===== config.mk =====
export PLATFORM = sky130hd
export DESIGN_NAME = cdf_top_flat
export DESIGN_NICKNAME = d
export VERILOG_FILES = /design/src/rtl/cdf_top_if.sv /design/src/rtl/cdf_top.sv /design/src/flat_wrapper.sv
export SDC_FILE = /design/constraint.sdc
export NUM_CORES = 1
export LEC_CHECK = 0
export ABC_CLOCK_PERIOD_IN_PS = 10400
export CAP_MARGIN = 15
export CORE_ASPECT_RATIO = 0.9
export CORE_MARGIN = 8
export CORE_UTILIZATION = 40
export DETAILED_ROUTE_END_ITERATION = 8
export GPL_ROUTABILITY_DRIVEN = 1
export PLACE_DENSITY = 0.65
export SYNTH_ARGS = -nofsm -noshare
export SYNTH_HDL_FRONTEND = slang
export SYNTH_SLANG_ARGS = --single-unit

===== constraint.sdc =====
create_clock -name clk -period 10.4 [get_ports clk]
set_input_delay 2.08 -clock clk [delete_from_list [all_inputs] [get_ports clk]]
set_output_delay 2.08 -clock clk [all_outputs]
set_load 0.02 [all_outputs]

===== src/rtl/cdf_top_if.sv =====
// rtl/cdf_top_if.sv - histogram read / scratch write memory port bundle for cdf_top
interface cdf_top_if;
  logic [15:0]  hist_mem_rd_addr;
  logic [127:0] hist_mem_rd_data;
  logic [127:0] sc_mem_wt_data;
  logic [15:0]  sc_mem_wt_addr;
  logic         sc_mem_wt_en;

  modport master (
    output hist_mem_rd_addr,
    input  hist_mem_rd_data,
    output sc_mem_wt_data,
    output sc_mem_wt_addr,
    output sc_mem_wt_en
  );

  modport slave (
    input  hist_mem_rd_addr,
    output hist_mem_rd_data,
    input  sc_mem_wt_data,
    input  sc_mem_wt_addr,
    input  sc_mem_wt_en
  );
endinterface


===== src/rtl/cdf_top.sv =====
// rtl/cdf_top.sv - histogram prefix-sum (CDF) stage with cdf_min extraction
// Optional feature macro CDF_SAT_EN: partial sums saturate at 32'hFFFF_FFFF instead of wrapping.
module cdf_top #(
  parameter int          NUM_WORDS = 64,
  parameter logic [15:0] HIST_BASE = 16'h0000,
  parameter logic [15:0] SC_BASE   = 16'h0000
) (
  input  logic        clk,
  input  logic        reset,
  input  logic        enable,
  cdf_top_if.master   mem,
  output logic [31:0] cdf_min,
  output logic        cdf_InProgress,
  output logic        cdf_done
);
  localparam int CW = $clog2(NUM_WORDS + 1);

  typedef enum logic [1:0] {IDLE, READ, DRAIN, DONE} state_t;

  state_t         state_q;
  logic [CW-1:0]  rd_cnt_q;
  logic [15:0]    rd_addr_q;
  logic           busy_q, done_q;

  logic [31:0]    sum_q, sum_d;
  logic [31:0]    min_q, min_d;
  logic           found_q, found_d;
  logic           rd_vld_q, rd_vld_d;
  logic           wt_en_q, wt_en_d;
  logic [15:0]    wt_addr_q, wt_addr_d;
  logic [127:0]   wt_data_q, wt_data_d;
  logic [CW-1:0]  wr_cnt_q, wr_cnt_d;

  logic           start;
  logic [31:0]    acc;
  logic [127:0]   cdf_word;

  function automatic logic [31:0] add32(input logic [31:0] a, input logic [31:0] b);
`ifdef CDF_SAT_EN
    logic [32:0] s;
    s = {1'b0, a} + {1'b0, b};
    return s[32] ? 32'hFFFF_FFFF : s[31:0];
`else
    return a + b;
`endif
  endfunction

  assign start = (state_q == IDLE) && enable;

  always_ff @(posedge clk or negedge reset) begin
    if (!reset) begin
      state_q   <= IDLE;
      rd_cnt_q  <= '0;
      rd_addr_q <= '0;
      busy_q    <= 1'b0;
      done_q    <= 1'b0;
    end else begin
      done_q <= 1'b0;
      case (state_q)
        IDLE: begin
          if (enable) begin
            state_q   <= READ;
            busy_q    <= 1'b1;
            rd_cnt_q  <= '0;
            rd_addr_q <= HIST_BASE;
          end
        end
        READ: begin
          if (rd_cnt_q == CW'(NUM_WORDS - 1)) begin
            state_q   <= DRAIN;
            rd_addr_q <= HIST_BASE;
          end else begin
            rd_cnt_q  <= rd_cnt_q + 1'b1;
            rd_addr_q <= HIST_BASE + 16'(rd_cnt_q) + 16'd1;
          end
        end
        DRAIN: begin
          // The write visible this cycle is the final word once all NUM_WORDS are counted.
          if (wt_en_q && (wr_cnt_q == CW'(NUM_WORDS))) begin
            state_q <= DONE;
            busy_q  <= 1'b0;
            done_q  <= 1'b1;
          end
        end
        DONE:    state_q <= IDLE;
        default: state_q <= IDLE;
      endcase
    end
  end

  always_comb begin
    sum_d     = sum_q;
    min_d     = min_q;
    found_d   = found_q;
    rd_vld_d  = (state_q == READ);
    wt_en_d   = rd_vld_q;
    wt_addr_d = wt_addr_q;
    wt_data_d = wt_data_q;
    wr_cnt_d  = wr_cnt_q;
    cdf_word  = '0;
    acc       = sum_q;
    for (int i = 0; i < 4; i++) begin
      acc = add32(acc, mem.hist_mem_rd_data[32*i +: 32]);
      cdf_word[32*i +: 32] = acc;
      if (rd_vld_q && !found_d && (acc != 32'd0)) begin
        found_d = 1'b1;
        min_d   = acc;
      end
    end
    if (rd_vld_q) begin
      sum_d     = acc;
      wt_data_d = cdf_word;
      wt_addr_d = SC_BASE + 16'(wr_cnt_q);
      wr_cnt_d  = wr_cnt_q + 1'b1;
    end
    if (start) begin
      sum_d    = '0;
      min_d    = '0;
      found_d  = 1'b0;
      wr_cnt_d = '0;
    end
  end

  always_ff @(posedge clk or negedge reset) begin
    if (!reset) begin
      sum_q     <= '0;
      min_q     <= '0;
      found_q   <= 1'b0;
      rd_vld_q  <= 1'b0;
      wt_en_q   <= 1'b0;
      wt_addr_q <= '0;
      wt_data_q <= '0;
      wr_cnt_q  <= '0;
    end else begin
      sum_q     <= sum_d;
      min_q     <= min_d;
      found_q   <= found_d;
      rd_vld_q  <= rd_vld_d;
      wt_en_q   <= wt_en_d;
      wt_addr_q <= wt_addr_d;
      wt_data_q <= wt_data_d;
      wr_cnt_q  <= wr_cnt_d;
    end
  end

  assign mem.hist_mem_rd_addr = rd_addr_q;
  assign mem.sc_mem_wt_data   = wt_data_q;
  assign mem.sc_mem_wt_addr   = wt_addr_q;
  assign mem.sc_mem_wt_en     = wt_en_q;
  assign cdf_min              = min_q;
  assign cdf_InProgress       = busy_q;
  assign cdf_done             = done_q;
endmodule


===== src/flat_wrapper.sv =====
// flat-port wrapper written by rule: the top's interface ports become plain ports
module cdf_top_flat 
#(
  parameter int          NUM_WORDS = 64,
  parameter logic [15:0] HIST_BASE = 16'h0000,
  parameter logic [15:0] SC_BASE   = 16'h0000
)
  (clk, reset, enable, cdf_min, cdf_InProgress, cdf_done, mem_hist_mem_rd_addr, mem_hist_mem_rd_data, mem_sc_mem_wt_data, mem_sc_mem_wt_addr, mem_sc_mem_wt_en);
  cdf_top_if mem_i ();
  input  logic clk;
  input  logic reset;
  input  logic enable;
  output logic [31:0] cdf_min;
  output logic cdf_InProgress;
  output logic cdf_done;
  output wire logic [$bits(mem_i.hist_mem_rd_addr)-1:0] mem_hist_mem_rd_addr;
  input wire logic [$bits(mem_i.hist_mem_rd_data)-1:0] mem_hist_mem_rd_data;
  output wire logic [$bits(mem_i.sc_mem_wt_data)-1:0] mem_sc_mem_wt_data;
  output wire logic [$bits(mem_i.sc_mem_wt_addr)-1:0] mem_sc_mem_wt_addr;
  output wire logic [$bits(mem_i.sc_mem_wt_en)-1:0] mem_sc_mem_wt_en;
  assign mem_hist_mem_rd_addr = mem_i.hist_mem_rd_addr;
  assign mem_i.hist_mem_rd_data = mem_hist_mem_rd_data;
  assign mem_sc_mem_wt_data = mem_i.sc_mem_wt_data;
  assign mem_sc_mem_wt_addr = mem_i.sc_mem_wt_addr;
  assign mem_sc_mem_wt_en = mem_i.sc_mem_wt_en;
  cdf_top #(.NUM_WORDS(NUM_WORDS), .HIST_BASE(HIST_BASE), .SC_BASE(SC_BASE)) u_core (.clk(clk), .reset(reset), .enable(enable), .mem(mem_i), .cdf_min(cdf_min), .cdf_InProgress(cdf_InProgress), .cdf_done(cdf_done));
endmodule

* After elaboration in Yosys (flattened, before gate mapping)
Cells that the tools add are included.
Word-level totals: register bits 236
Cells by class: reduce and logical (&&, ||, !) cells 27, equality and inequality tests 9, multiplexer cells 29, $add $sub $neg 7
Operator list (number):
- two-way mux 32 bit | 7
- adder 32 bit | 4
- nonzero test 32 bit | 4
- two-way mux 16 bit | 2
- one-hot mux 16 bit (2 select lines) | 1
- two-way mux 7 bit | 4
- adder 7 x 1 -> 7 bit, second input constant | 2
- one-hot mux 7 bit (2 select lines) | 1
- logical AND 1 bit | 10
- two-way mux 1 bit | 9
- AND reduction 3 bit | 3
- adder 7 x 1 -> 8 bit, second input constant | 1
- one-hot mux 2 bit (4 select lines) | 1
- == test 7 x 6 -> 1 bit, second input constant | 1
- == test 7 bit, second input constant | 1
- two-way mux 2 bit | 3
- inequality test 2 bit, second input constant | 3
- nonzero test 2 bit | 3
- nonzero test 5 bit | 1
- == test 2 bit, second input constant | 2
- zero test 1 bit | 4
- == test 2 x 1 -> 1 bit, second input constant | 1
- zero test 2 bit | 1
- inequality test 2 x 1 -> 1 bit, second input constant | 1
- 2 further kinds | 2

* Longest topological paths before layout
Gate-level depths: netlist (run 1).
depth in word-level cells 17, gate-level depth with buffers 41, depth with buffers taken out 37

* Worst setup path before layout (run 1)
Ideal clock, no wire load.
kind in2reg, from in mem_hist_mem_rd_data[0], to reg u_core.min_q[5], in the netlist u_core.cdf_min[5], slack 0.183 ns, data required time 10.318 ns, arrival 10.135 ns, cell stages on the path 39, buffers on the path 3, path through ha_1 fa_1 a21oi_1 o22ai_1 a21o_1 a21oi_1 xnor2_1 ha_1 clkbuf_1 nand4_1 o22ai_1 or3b_2 o21ai_2 a211oi_1 nor2_1 xor2_1 inv_1 ha_1 (+3 left out) o21ai_0 a21oi_1 xor2_1 ha_1 clkbuf_1 a21o_1 a21o_1 a21o_1 a21oi_1 mux2_2 a311oi_1 nor4bb_1 o2111ai_1 nor4_1 or4_1 buf_2 or3_1 a31oi_1
Between the ends: elaborated cells between the ends (all ways) 27, those cells by class add/sub (4); mux (8); reduce/logical (15)
RTL lines:
- start, declared | line flat_wrapper.sv:17 | input wire logic [$bits(mem_i.hist_mem_rd_data)-1:0] mem_hist_mem_rd_data;
- adder 32 bit (*) | line cdf_top.sv:44 | return a + b;
- via u_core.cdf_word[8] | line cdf_top.sv:36 | logic [127:0] cdf_word;
- adder 32 bit (*) | line cdf_top.sv:44
- via u_core.cdf_word[54] | line cdf_top.sv:36
- adder 32 bit (*) | line cdf_top.sv:44
- via u_core.cdf_word[87] | line cdf_top.sv:36
- branches (longest 8 deep; another with adder 32 bit)
- end signal, assigned | line cdf_top.sv:136 | min_q <= min_d;
- end, declared | line cdf_top.sv:26 | logic [31:0] min_q, min_d;
Mark *: on every way through the listed nets, which the timed path passes. The select of a mux whose other input is x is not followed. A chain may end at the register's enable or synchronous reset.

* Final worst setup path (run 1)
from in mem_hist_mem_rd_data[4], to reg u_core.min_q[15], in the netlist u_core.cdf_min[15]
Same word-level chain as after synthesis.

==> impl_metrics.yaml, run 1 <==
status:
  status: "complete, no violations"
timing:
  fin_hold_ws_ps: 484
  finalSetupTns_ps: 0
  period_minus_slack_ps: 10230
  hold_violations: 0
  final-setup-viol-count: 0
  finalClockSkew_ps: 17.2
  period_share: 0.984
  max_slew_margin: 0.350
  fmax_ghz: 0.0977
  final-max-slew-violation-count: 0
  tightest_slew_ps: 974
  worst_slack_ps: 169
placement:
  gp_congestion: 1.05
  dp_slack_ps: -1140
  dp_hpwl_mm: 76.8
  post-place-cells: 3533
  numPortBuffers: 308
clock_network:
  cts_tree: "built"
  cts_inserted_buffers: 27
  path_clk_slew_ps: 60
  clk_latency_ps: 590
  cts-root-buf: "clkbuf_16"
  cts.sinks: 228
  htreeDepth: 1
  cts_buffer_depth: 3
final_layout:
  drive_gt1_frac: 0.307
  nets: 3239
  final_cells: 3593
  syn_to_final_growth_pct: 53.2
  num_antenna_cells: 0
worst_setup_path:
  slowest_stage: "or4_4"
  reg2reg_slack_ps: 1650
  timing.rr.end: "u_core.cdf_min[15]$_DFFE_PN0P_"
  cp_common_cell: "buf_4"
  cp-end-kind: "flop"
  reg2regPathDepth: 37
  path_buf_inv: 8
  crit_family: "simple AND/OR/NAND/NOR gates"
  r2r_start: "u_core.sum_q[5]$_DFFE_PN0P_"
  worstSetupStartpointType: "input port"
  critPathMaxStageDelay_ps: 590
  cp.arrival_ps: 10710
  critical_path_class: "in2reg"
  worstPathMaxFanout: 6
  crit_required_ps: 10880
logic_synthesis:
  synth_edf_count: 0
  synth_top_cell_by_area: "dfrtp_1"
  synthArstFlopShare: 1.00
  ys_seq_area_frac: 0.313
  synth_area_um2: 18200
  synth_top_area_frac: 0.313
  postSynthCellCount: 2095
  synthFlopType: "dfrtp_1"
  synth_cell_types: 86
  postSynthAreaPerCell_um2: 8.70
  yosys_register_bits: 228
  synth.area.top_cells: "dfrtp_1, ha_1, mux2_2"
  yosys_warnings: 0
drt:
  ant_nets: 0
  dr.pass1.iters: 6
  vias: 21200
  post_drt_wl_per_cell_um: 25.5
  wl_mm: 91.6
  remaining_drc_errors: 0
  via_per_inst: 5.89
  drtIter0Drc: 2045
floorplanning:
  core_um2: 45200
  row_count: 74
  num_io_pins: 326
  dieHeight_um: 219
  die-area_um2: 52700
  initial_utilization: 0.404
  die_w_um: 241
min_path:
  worstHoldPathCells: 1
  holdCritStartpoint: "u_core.mem.sc_mem_wt_data[127]$_DFFE_PN0P_"
  hp-class: "reg2reg"
  hold_end: "u_core.mem.sc_mem_wt_data[127]$_DFFE_PN0P_"
global_route:
  grt_max_degree: 90
  gr-total-overflow: 0
  antenna_found_initial: 4
  track_usage: 0.333
  grt_pass1_wl_mm: 132
  grt_pass1_vias: 20300
flow_run:
  drv_cap: 0
-- state kept, by name (all words and copies together) (netlist names), 2 cells and up --
signal and count:
u_core.cdf_min 32, u_core.mem.hist_mem_rd_addr 8, u_core.mem.sc_mem_wt_addr 7, u_core.mem.sc_mem_wt_data 128, u_core.rd_cnt_q 7, u_core.state_q 2
u_core.sum_q 32, u_core.wr_cnt_q 7
-- area by class of cell --
class | instances | area [µm²]
repair buffers | 933 | 7830
fillers | 4062 | 17300
flip-flops and latches | 228 | 5710
clock inverters | 10 | 86.3
clock buffers | 38 | 747
multi-input cells | 1700 | 12500
well taps | 608 | 761
inverters | 76 | 285
-- layer usage --
metal / vias up / GRT usage / wire length (µm)
met5: - / 0 / 0
met4: 0 / 0.109 / 3460
met3: 173 / 0.0594 / 8290
met2: 999 / 0.507 / 39700
met1: 10400 / 0.471 / 40200
li1: 9598 / - / -
-- worst max-delay path by stage --
stage / startpoint / endpoint / slack [ps] / cells after the start
detailed placement: mem_hist_mem_rd_data[4] / u_core.cdf_min[30]$_DFFE_PN0P_ / -1140 / 35
finish: mem_hist_mem_rd_data[4] / u_core.cdf_min[15]$_DFFE_PN0P_ / 170 / 38
floorplan: mem_hist_mem_rd_data[0] / u_core.cdf_min[5]$_DFFE_PN0P_ / 180 / 39
CTS: mem_hist_mem_rd_data[4] / u_core.cdf_min[30]$_DFFE_PN0P_ / -20 / 35
global placement: mem_hist_mem_rd_data[4] / u_core.cdf_min[30]$_DFFE_PN0P_ / -900 / 35
global route: mem_hist_mem_rd_data[5] / u_core.cdf_min[5]$_DFFE_PN0P_ / -60 / 39
-- cell usage after synthesis (all sizes together) (31+ instances only) --
cell	count
nand3	61
nor3	59
a211oi	33
xnor2	54
mux2	103
clkbuf	81
a21oi	212
dfrtp	228
nand4	36
xor2	33
inv	76
o21a	31
nor2	131
nand2b	41
o21ai	152
ha	138
a21o	54
nand2	145
-- cell families after synthesis --
group,synth area share
AOI/OAI and AO/OA,0.247
adders and majority gates,0.0991
muxes,0.0713
DFF,0.313
and+or+nand+nor,0.184
other,0.000206
xor gates and xnor gates,0.0430
buffers and inverters,0.0418
-- what timing repair did --
| action | 4_1_cts | 5_1_grt |
|---|---|---|
| endpoints found under the setup margin | 33 | 33 |
| resized for setup | 35 | 108 |
| pin swaps | 15 | 47 |
| buffers inserted | 5 | 6 |
| hold buffers | 0 | 0 |
-- through the flow --
stage | area [µm²] | util
3_5_place_dp | 26300 | 0.582
6_report | 27900 | 0.618
5_1_grt | 27900 | 0.618
2_1_floorplan | 18300 | -
3_3_place_gp | 26300 | 0.582
4_1_cts | 27400 | 0.606
-- cells in the final DEF, fill, tap and decap left out, types with 26 or more instances in the layout --
cell,count
buf_4,620
clkdlybuf4s50_1,306
dfrtp_1,227
a21oi_1,190
nand2_1,143
nor2_1,128
o21ai_0,126
ha_1,126
mux2_2,103
inv_1,75
nand3_1,61
a21o_1,54
nor3_1,51
xnor2_1,44
nand2b_1,40
nand4_1,36
o21a_1,31
clkbuf_16,27
a211oi_1,26
and3_1,26
Power of run 1 is not shown: default switching activity piles up to over one toggle a cycle in this logic, so the estimate is an artifact.
==> run 2, diff against run 1 <==
--- a/config.mk
+++ b/config.mk
@@ -12,7 +12,9 @@
 export CORE_UTILIZATION = 40
 export DETAILED_ROUTE_END_ITERATION = 8
 export GPL_ROUTABILITY_DRIVEN = 1
+export GPL_TIMING_DRIVEN = 0
 export PLACE_DENSITY = 0.65
+export SLEW_MARGIN = 15
 export SYNTH_ARGS = -nofsm -noshare
 export SYNTH_HDL_FRONTEND = slang
 export SYNTH_SLANG_ARGS = --single-unit
==> impl_metrics.yaml, run 2 (synthesis gave the netlist of run 1 again) <==
timing:
  rsz0062_at_grt: "yes"
  tightest_slew_ps: 1320
  finalClockSkew_ps: 39.0
  final-max-slew-violation-count: 0
  period_share: 0.989
  period_minus_slack_ps: 10280
  hold_violations: 0
  final-setup-viol-count: 0
  max_slew_margin: 0.115
  fmax_ghz: 0.0973
worst_setup_path:
  reg2regPathDepth: 34
  critPathMaxStageDelay_ps: 580
  worstPathMaxFanout: 10
  cp.arrival_ps: 10750
  crit_family: "simple AND/OR/NAND/NOR gates"
  worstSetupStartpointType: "input port"
  reg2reg_slack_ps: 1670
  timing.rr.end: "u_core.cdf_min[22]$_DFFE_PN0P_"
  r2r_start: "u_core.sum_q[4]$_DFFE_PN0P_"
  cp-end-kind: "flop"
  crit_required_ps: 10870
  cp_common_cell: "ha_4"
  critical_path_class: "in2reg"
  slowest_stage: "a2111o_1"
  path_buf_inv: 4
global_route:
  grt_max_degree: 101
  track_usage: 0.317
  antenna_found_initial: 4
  gr-total-overflow: 0
  grt_pass1_wl_mm: 126
  grt_pass1_vias: 18800
flow_run:
  drv_cap: 0
final_layout:
  fillers: 4038
  final_util: 0.589
  layout_commonest_cell: "clkdlybuf4s50_1"
  largest_reg_flops: 128
  seq_area_um2: 5710
  layout_common_cells: "clkdlybuf4s50_1, dfrtp_1, buf_4"
  nets: 2851
  syn_to_final_growth_pct: 46.0
  drive_gt1_frac: 0.258
  multi_input_area_um2: 14200
clock_network:
  cts_inserted_buffers: 28
  path_clk_slew_ps: 60
  cts.sinks: 228
  cts_tree: "built"
  hold_buffers: 0
  cts_buffer_depth: 3
  htreeDepth: 1
  cts-root-buf: "clkbuf_16"
  clk_latency_ps: 590
drt:
  via_per_inst: 6.19
  drtIter0Drc: 2191
  wl_mm: 88.5
  ant_nets: 0
  post_drt_wl_per_cell_um: 27.6
  dr.pass1.iters: 6
  vias: 19900
  remaining_drc_errors: 0
floorplanning:
  core_um2: 45200
  num_io_pins: 326
  initial_utilization: 0.404
  die_w_um: 241
  die-area_um2: 52700
  row_count: 74
  dieHeight_um: 219
placement:
  dp_hpwl_mm: 66.4
  numPortBuffers: 308
  gp_congestion: 0.994
status:
  status: "complete, no violations"
min_path:
  hp-class: "reg2reg"
  holdCritStartpoint: "u_core.rd_vld_q$_DFF_PN0_"
  worstHoldPathCells: 0
  hold_end: "u_core.mem.sc_mem_wt_en$_DFF_PN0_"
[run 2: how the worst max path moves through the flow]
stage	start	to	cells past startpoint
finish	mem_hist_mem_rd_data[4]	u_core.cdf_min[22]$_DFFE_PN0P_	35
global route	mem_hist_mem_rd_data[4]	u_core.cdf_min[22]$_DFFE_PN0P_	38
CTS	mem_hist_mem_rd_data[4]	u_core.cdf_min[22]$_DFFE_PN0P_	35
detailed placement	mem_hist_mem_rd_data[1]	u_core.cdf_min[22]$_DFFE_PN0P_	34
global placement	mem_hist_mem_rd_data[10]	u_core.cdf_min[5]$_DFFE_PN0P_	36
floorplan	mem_hist_mem_rd_data[0]	u_core.cdf_min[5]$_DFFE_PN0P_	39
[run 2: per-stage QoR]
stage	hold slack, ps	area [µm²]	instances	worst slack (ps)	setup TNS (ps)
2_1_floorplan	352	18300	2111	183	0
3_3_place_gp	359	22100	3027	-4390	-790010
3_5_place_dp	373	22300	3038	-3450	-170030
4_1_cts	388	25300	3157	2.17	0
5_1_grt	396	26600	3204	-153	-3080
6_report	390	26600	3205	118	0
[run 2: cell type report]
cell class,count,share of cell area
Multi-Input combinational cell,1700,0.534
Timing Repair Buffer,465,0.162
Inverter,76,0.0107
Antenna cell,1,0.0000940
Clock inverter,13,0.00682
Buffer,79,0.0154
Sequential cell,228,0.214
Tap cell,608,0.0286
Clock buffer,35,0.0281
[run 2: layer usage]
layer  global-route usage  share of wire  vias up  wire, µm
li1                     -              -     8795         -
met4               0.0998          0.039        8      3480
met5                    0         0.0017        -       149
met2                0.487           0.44     1085     38900
met1                0.433           0.41     9742     36600
met3               0.0815           0.11      222      9340
[run 2: timing repair]
| item | CTS | global route |
|---|---|---|
| buffers inserted | 87 | 59 |
| gates cloned | 0 | 0 |
| pin swaps | 57 | 77 |
| endpoints found under the setup margin | 69 | 34 |
| gates resized for setup | 271 | 198 |
Power of run 2 is left out for the same reason.
==> edit, RTL diff (config.mk and constraints of run 2) <==
Add a define of `CDF_SAT_EN`.
--- a/src/rtl/cdf_top.sv
+++ b/src/rtl/cdf_top.sv
@@ -1,4 +1,6 @@
 // rtl/cdf_top.sv - histogram prefix-sum (CDF) stage with cdf_min extraction
 // Optional feature macro CDF_SAT_EN: partial sums saturate at 32'hFFFF_FFFF instead of wrapping.
+`define CDF_SAT_EN
+
 module cdf_top #(
   parameter int          NUM_WORDS = 64,
Function: changed (a bounded check fails within 4 cycles, from zero or initial values and one cycle with reset low).
==> edit against run 2 <==
  * Routed wire length rose by 16%
  * Sequential cell count did not move
  * Final cell count rose by 15%
  * Global-route usage rose by 3.0 points
  * Cell area rose by 14%
  * Setup slack got worse by 1.5 ns
  * Synthesized area rose by 3.6%
  * The run now ends with setup timing left
Power is not shown: default switching activity piles up to over one toggle a cycle in this logic, so the estimate is an artifact.
==> edit: results (changes against run 2) <==
[outcome]
outcome = finished with violations  ; was completed
violations = setup timing

[route]
drt_iter0_markers = 2537  ; was 2191
via_count = 23030  ; was 19850
first_pass_iters = 5  ; was 6

[timing]
setup_viol = 93  ; was 0
finalWorstSetupSlack_ns = -1.400  ; was 0.1175 ns
hold_slack_ns = 0.3750  ; was 0.3896 ns

[layout]
diodes = 0  ; was 1
buffers = 721  ; was 544
buffer_area_share_pct = 21.48  ; was 17.77%
clk_share_pct = 2.980  ; was 3.488%
fin_nets = 3319  ; was 2851
fillerInstances = 3938  ; was 4038

[worst_setup_path]
crit_path_max_incr_delay_ns = 0.52  ; was 0.58 ns
regToRegStartpoint = u_core.sum_q[0]  ; was u_core.sum_q[4]
r2r_cells = 45  ; was 34
cp_top_family = compound AO/OA/AOI/OAI gates  ; was simple AND/OR/NAND/NOR gates
critPathSlowestCell = or4_1  ; was a2111o_1
cp-endpoint = u_core.cdf_min[23]  ; was u_core.cdf_min[22]

[placed_design]
placed_cells = 3364  ; was 3038
pre_cts_ws_ns = -4.644  ; was -3.449 ns
dpl.hpwl_mm = 76.47  ; was 66.41 mm
place.gp.congestion = 1.035  ; was 0.9937

[yosys]
synth_fa_ha_area_share_pct = 9.297  ; was 9.909%
avgSynthCellArea_um2 = 7.804  ; was 8.703 um2
yosys-top-cells-area = dfrtp_1 (30%), ha_1 (8.9%), nor2_1 (7.4%)  ; was dfrtp_1 (31%), ha_1 (9.5%), mux2_2 (6.4%)
synth_compound_area_share_pct = 26.16  ; was 24.75%
yosysUniqueCellTypes = 98  ; was 86

[grt]
antenna_found_initial = 1  ; was 4
grt_max_degree = 105  ; was 101
grtUsageTotal_pct = 34.74  ; was 31.72%

[clocking]
postCtsSetupBuffers = 191  ; was 87
insertion_delay_ns = 0.61  ; was 0.59 ns
cts_resized = 593  ; was 271

[edit: cell count changes in the layout (fill, tap and decap cells not counted), moves of 25 or more]
| cell | before | now |
|---|---|---|
| nor2_4 | 7 | 53 |
| ha_1 | 83 | 39 |
| clkdlybuf4s50_1 | 306 | 276 |
| o21ai_0 | 114 | 141 |
| mux2_2 | 103 | 24 |
| ha_4 | 30 | 81 |
| nor2_1 | 116 | 302 |
| buf_6 | 3 | 28 |
| a21oi_1 | 162 | 190 |
| nand2_2 | 4 | 29 |
| buf_4 | 170 | 289 |
[edit: per-stage QoR]
step                area, um2  TNS (ns)
CTS                     28200    -33.13
global placement        23310  -1018.47
finish                  30440    -54.94
detailed placement      23380   -412.68
floorplan               19460    -23.84
global route            30440    -70.75
[edit: layer usage]
metal | track usage (%) | wire length (um) | vias up
li1 | - | - | 10080
met1 | 49.55 | 43130 | 11220
met2 | 49.76 | 42290 | 1418
met3 | 8.719 | 12070 | 307
met4 | 13.12 | 4949 | 2
met5 | 0 | 13 | -
